--- config.mk ---
export PLATFORM = sky130hd
export DESIGN_NAME = caja_registradora
export DESIGN_NICKNAME = d
export VERILOG_FILES = /design/src/rtl/caja_registradora.sv
export SDC_FILE = /design/constraint.sdc
export NUM_CORES = 1
export LEC_CHECK = 0
export CAP_MARGIN = 20
export CORE_MARGIN = 2
export CORE_UTILIZATION = 35
export DETAILED_ROUTE_END_ITERATION = 12
export PLACE_DENSITY = 0.56
export SLEW_MARGIN = 20
export SYNTH_ARGS = -nofsm -noshare
export SYNTH_HDL_FRONTEND = slang
export SYNTH_SLANG_ARGS = --single-unit
--- constraint.sdc ---
create_clock -name clk -period 3.7 [get_ports clk]
set_input_delay 0.37 -clock clk [delete_from_list [all_inputs] [get_ports clk]]
set_output_delay 0.37 -clock clk [all_outputs]
set_load 0.005 [all_outputs]
--- src/rtl/caja_registradora.sv ---
// Register stage: accumulates drink values into a saturating running total, counts orders,
// and holds a ticket on a valid/ready port until the consumer takes it.
module caja_registradora #(
  parameter int DATA_W      = 8,
  parameter int TOTAL_W     = 16,
  parameter int MAX_PEDIDOS = 4,
  localparam int CNT_W      = $clog2(MAX_PEDIDOS + 1)
) (
  input  logic               clk,
  input  logic               rst_n,
  input  logic [DATA_W-1:0]  bebida,
  input  logic               bebida_valid,
  output logic               bebida_ready,
  input  logic               cerrar,
  output logic [TOTAL_W-1:0] ticket_total,
  output logic [CNT_W-1:0]   ticket_pedidos,
  output logic               ticket_valid,
  input  logic               ticket_ready,
  output logic               saturado
);

  typedef enum logic [0:0] {
    ACUMULA = 1'b0,
    TICKET  = 1'b1
  } estado_e;

  estado_e            state_q, state_d;
  logic [TOTAL_W-1:0] total_q, total_d;
  logic [CNT_W-1:0]   count_q, count_d;
  logic               saturado_q, saturado_d;

  logic               accept_s;
  logic [TOTAL_W:0]   sum_s;
  logic [CNT_W-1:0]   count_inc_s;

  // One extra bit on the sum exposes the carry used as the clip flag.
  function automatic logic [TOTAL_W:0] suma_ext(input logic [TOTAL_W-1:0] a,
                                                input logic [DATA_W-1:0]  b);
    suma_ext = {1'b0, a} + {{(TOTAL_W + 1 - DATA_W){1'b0}}, b};
  endfunction

  // Next-state, accumulation and clear logic
  always_comb begin
    state_d     = state_q;
    total_d     = total_q;
    count_d     = count_q;
    saturado_d  = saturado_q;
    accept_s    = 1'b0;
    sum_s       = suma_ext(total_q, bebida);
    count_inc_s = count_q + CNT_W'(1);

    case (state_q)
      ACUMULA: begin
        accept_s = bebida_valid;
        if (accept_s) begin
          if (sum_s[TOTAL_W]) begin
            total_d    = {TOTAL_W{1'b1}};
            saturado_d = 1'b1;
          end else begin
            total_d = sum_s[TOTAL_W-1:0];
          end
          count_d = count_inc_s;
          if ((count_inc_s == CNT_W'(MAX_PEDIDOS)) || cerrar) begin
            state_d = TICKET;
          end else begin
            state_d = ACUMULA;
          end
        end else if (cerrar && (count_q != {CNT_W{1'b0}})) begin
          // An early close never produces an empty ticket.
          state_d = TICKET;
        end else begin
          state_d = ACUMULA;
        end
      end
      TICKET: begin
        if (ticket_ready) begin
          total_d    = {TOTAL_W{1'b0}};
          count_d    = {CNT_W{1'b0}};
          saturado_d = 1'b0;
          state_d    = ACUMULA;
        end else begin
          state_d = TICKET;
        end
      end
      default: begin
        state_d = ACUMULA;
      end
    endcase
  end

  // State and accumulator registers
  always_ff @(posedge clk or negedge rst_n) begin
    if (!rst_n) begin
      state_q    <= ACUMULA;
      total_q    <= {TOTAL_W{1'b0}};
      count_q    <= {CNT_W{1'b0}};
      saturado_q <= 1'b0;
    end else begin
      state_q    <= state_d;
      total_q    <= total_d;
      count_q    <= count_d;
      saturado_q <= saturado_d;
    end
  end

  assign bebida_ready   = (state_q == ACUMULA);
  assign ticket_valid   = (state_q == TICKET);
  assign ticket_total   = total_q;
  assign ticket_pedidos = count_q;
  assign saturado       = saturado_q;

endmodule

======== Word-level counts from Yosys, hierarchy flattened ========
Cells that the tools add are included.
cells by class
  add/subtract/negate cells ............... 2
  multipliers ............................. 0
  div/mod/pow operators ................... 0
  order comparisons ....................... 0
  eq/ne operators ......................... 4
  shift-type cells ........................ 0
  mux-type cells .......................... 16
  bitwise gates (word level) .............. 1
  reduce and logical (&&, ||, !) cells .... 5
operators with widths
  cell                                           count
  2-to-1 mux 16 bit                              3
  case mux 16 bit (2 select lines)               1
  adder 16 x 8 -> 17 bit                         1
  2-to-1 mux 1 bit                               7
  2-to-1 mux 3 bit                               2
  case mux 3 bit (2 select lines)                1
  != test 2 bit, second input constant           2
  case mux 1 bit (2 select lines)                2
  adder 3 x 1 -> 3 bit, second input constant    1
  == test 3 bit, second input constant           1
  AND reduction 3 bit                            1
  nonzero test 3 bit                             1
  != test 2 x 1 -> 1 bit, second input constant  1
  AND reduction 2 bit                            1
  logical AND 1 bit                              1
  logical OR 1 bit                               1
  inverter 1 bit                                 1
word-level totals
  register bits ........................... 21
  bits in latches ......................... 0
  memory bits (writable) .................. 0
  memory bits (read-only) ................. 0
  input bits .............................. 13
  output and inout port bits .............. 22
  word-level logic and storage cells ...... 32
  memories kept ........................... 0

======== Depth between registers and ports, before layout ========
  word-level depth ........................ 6
  mapped depth ............................ 7
  gate-level depth less buffers ........... 7

======== Worst setup path before layout ========
OpenSTA, ideal clock, no wires.
  kind .................................... register -> register
  from .................................... register total_q[0] (netlist: ticket_total[0])
  to ...................................... register total_q[10] (netlist: ticket_total[10])
  library setup time ...................... 0.094 ns
  arrival time ............................ 2.073 ns
  required time ........................... 3.606 ns
  slack ................................... 1.533 ns
  stages on the path, launching flop included .. 8
  path buffers ............................ 0
  period minus slack after synthesis ...... 2.167 ns
  cells stage by stage .................... dfrtp_1 -> ha_1 -> fa_1 -> a211oi_1 -> o211a_1 -> nor2_1 -> and4_2 -> a211oi_1
between the ends
  cells in the longest elaborated chain, start to end .. 4
RTL lines
  element                           line  text
  from (decl)                       28    logic [TOTAL_W-1:0] total_q, total_d;
  from (signal assigned)            95    total_q <= {TOTAL_W{1'b0}};
  from (signal assigned)            100   total_q <= total_d;
  adder 16 x 8 -> 17 bit            39    suma_ext = {1'b0, a} + {{(TOTAL_W + 1 - DATA_W){1'b0}}, b};
  2-to-1 mux 16 bit                 56    if (sum_s[TOTAL_W]) begin
  2-to-1 mux 16 bit                 55    if (accept_s) begin
  case mux 16 bit (2 select lines)  52    case (state_q)
No other way between the ends. The select of a mux whose other input is x is not followed.
A chain may end at the register's enable or synchronous reset.

======== Worst setup path in the final report ========
  from .................................... input port bebida[0]
  to ...................................... register total_q[10] (netlist: ticket_total[10])
between the ends
  cells in the longest elaborated chain, start to end .. 4
RTL lines
  element                           line  text
  from (decl)                       11    input logic [DATA_W-1:0] bebida,
  adder 16 x 8 -> 17 bit            39
  2-to-1 mux 16 bit                 56
  2-to-1 mux 16 bit                 55
  case mux 16 bit (2 select lines)  52
No other way between the ends. The select of a mux whose other input is x is not followed.

==> impl_results.md <==
- # rows: 22
- Critical Path Source Type: primary input
- Post-DRT Antenna Nets: 0
- FF-to-FF End: ticket_total[10]$_DFFE_PN0P_
- Hold Crit Class: register to register
- Top FF cell, synth: dfrtp_1
- Pin count of the biggest net entering global routing: 22
- Skew-Pair Late Insertion Delay: 260 ps
- WHS Path Cells: 2
- Final core occ: 49.0%
- CP top delay family: compound AO/OA/AOI/OAI gates
- Worst-path maximum fanout: 7
- H-Tree Depth: 1
- Max-slew violation total from the final report: 0
- Post-synth EDFFs: 0
- Final hold violation count: 0
- Clk root buf: clkbuf_8
- Post-CTS sizing: 0
- Total grt overflow: 0
- R2r setup slk: 1340 ps
- Hold-fix buffers, CTS: 0
- Die height: 67.1 um
- Via count of the first global-routing pass: 1218
- Vias after detailed routing: 1257
- Hold Crit Endpoint: saturado$_DFFE_PN0P_
- Fillcell total: 376
- Layout cells sized above 1: 8.20%
- FF-to-FF Start: ticket_total[0]$_DFFE_PN0P_
- Synth Area per Inst: 9.47 um^2
- Crit. End Element: register
- First-pass GRT wire length: 5.73 mm
- Synth Register Bits: 21
- Core area: 3740 um^2
- Slew @ Worst Pin: 988 ps
- Slowest stage cell, crit path: fa_1
- Avg Vias per Cell: 5.44
- Crit path cell chain: clkdlybuf4s50_1, ha_1, fa_1, a211oi_1, o211a_1, nor2_1, and4_2, a211oi_1
- PortBufs: 34
- Outcome: completed
- Gr usage total: 16.6%
- Num CTS Buffers: 3
- RSZ-0062 raised after global routing: no
- Fmax: 403 MHz
- Hold_sp: saturado$_DFFE_PN0P_
- Pre-antenna DRT Iters: 4
- GP Congestion: 0.773
- Final setup fails: 0
- Worst path max stage delay: 420 ps
- Synth warn: 0
- Layout Nets: 209
- Syn Nets: 172
- Power, Total: 1140 uW
- Initial DRC count: 39
- Die width: 67.1 um
- IO Count: 35
- Post-layout min period: 2480 ps
- Worst Path Buf+Inv: 1
- Setup_tns: 0 ps
- Synth Instances: 147
- Power Density: 622 nW/um^2
- Max cap viols: 0
- Area grow syn2layout: 31.6%
- TritonCTS clock tree: done
- CTS Sinks: 21
- Initial antenna violation count: 0
- Maximum VDD drop: 0.372 mV
- Routed wire length: 3.34 mm
- Worst hold margin: 507 ps
- Worst r2r path cells: 7
- Final Skew: 2.73 ps
- Worst path required time: 3870 ps
- Library cells used by synthesis: 44
- Slew HR: 33.9%
- Max clock buf depth: 2
- Dpl cell area: 1790 um^2
- Drc violations: 0
- Die area: 4500 um^2
- Antenna diodes: 0
- Fin area: 1830 um^2
- Most frequent CP cell: a211oi_1
- Initial Util: 37.2%
- Synth Cell Area: 1390 um^2
- CP arrival: 2650 ps
- Worst-path clk slew: 80 ps
- Hpwl dp: 2.51 mm
- Final period util: 67.0%
- Asr flop ratio synth: 100%
- Leak Pwr: 0.000835 uW
- Worst Setup Path Type: primary input to register
- DR WL/cell: 14.5 um
- Setup bufs post-CTS: 0
- Sequential fraction of the synthesis area: 37.7%
-- synthesized netlist by cell type (all sizes together), types with 3 or more instances --
cell | n | area (um^2)
a21o | 4 | 30.0
inv | 4 | 15.0
nand4 | 3 | 25.0
a21oi | 11 | 55.1
dfrtp | 21 | 526
xnor2 | 3 | 26.3
o21ai | 16 | 91.3
nor3 | 3 | 26.3
a31oi | 3 | 18.8
and3 | 5 | 33.8
nand2 | 20 | 75.1
and2 | 5 | 31.3
nor2 | 5 | 18.8
a211oi | 5 | 42.5
ha | 11 | 138
-- stage by stage --
step           setup WS, ps  instances
2_1_floorplan          1530        147
3_3_place_gp           1030        227
3_5_place_dp            933        227
4_1_cts                1220        231
5_1_grt                1050        231
6_report               1220        231
-- area by class of cell --
cell class                      instances  area (um^2)  share of cell area (%)
Timing Repair Buffer                   35          348                    19.0
Multi-Input combinational cell        119          840                    45.8
Inverter                                4         15.0                   0.819
Clock buffer                            4         45.0                    2.46
Sequential cell                        21          526                    28.7
Tap cell                               48         60.1                    3.28
-- report_power, final --
group	switching (uW)	internal (uW)
Combinational	311	307
Sequential	75.3	296
Clock	74.7	76.7
Total	461	680
-- how the worst max path moves through the flow --
| stage | startpoint | to | slack, ps | cells after the start |
|---|---|---|---|---|
| finish | bebida[0] | ticket_total[10]$_DFFE_PN0P_ | 1220 | 8 |
| global route | bebida[0] | ticket_total[10]$_DFFE_PN0P_ | 1050 | 8 |
| CTS | bebida[0] | ticket_total[10]$_DFFE_PN0P_ | 1220 | 8 |
| detailed placement | bebida[0] | ticket_total[10]$_DFFE_PN0P_ | 930 | 8 |
| global placement | bebida[0] | ticket_total[10]$_DFFE_PN0P_ | 1030 | 8 |
| floorplan | ticket_total[0]$_DFFE_PN0P_ | ticket_total[10]$_DFFE_PN0P_ | 1530 | 7 |
-- placed cells by master, fill, tap and decap left out, drive strengths merged, types with 2 or more instances in the layout --
| master | n |
|---|---|
| nand4 | 3 |
| clkbuf | 4 |
| or3 | 2 |
| and3 | 5 |
| xnor2 | 3 |
| a31oi | 3 |
| ha | 11 |
| xor2 | 2 |
| nor2 | 5 |
| nor3 | 3 |
| clkdlybuf4s50 | 34 |
| a21oi | 11 |
| and2 | 5 |
| nor2b | 2 |
| a22oi | 2 |
| nand2 | 20 |
| dfrtp | 21 |
| a21o | 4 |
| nand3 | 2 |
| inv | 4 |
| o211ai | 2 |
| o21ai | 16 |
| a211oi | 5 |
-- state kept, by name, indices dropped and copies added (netlist names) --
register and count:
ticket_total 16, ticket_valid 1, ticket_pedidos 3, saturado 1
-- cell families (layout without fill, tap and decap cells) --
kind of cell	Yosys count	count (layout)	share of synthesized area (%)
buf+inv	7	43	1.98
mux	1	1	0.719
simple gates	49	49	19.3
xor+xnor	5	5	3.15
fa+ha+maj	12	12	11.3
flops	21	21	37.7
compound gates	52	52	25.8
-- worst register-to-register path, cell delays in order, from the launching register on --
cell,delay [ps]
dfrtp_1,410
ha_1,220
fa_1,420
a211oi_1,340
o211a_1,280
nor2_1,130
and4_2,250
a211oi_1,220
-- metal layers --
metal  share of wire [%]  global-route usage, %  up-vias
met1                  49                   22.0      601
met3                 3.9                   4.05        2
met4                0.66                   4.34        0
met5                   0                      0        -
li1                    -                      -      626
met2                  46                   26.7       28
Note: power is estimated with default switching activity, not from simulation.
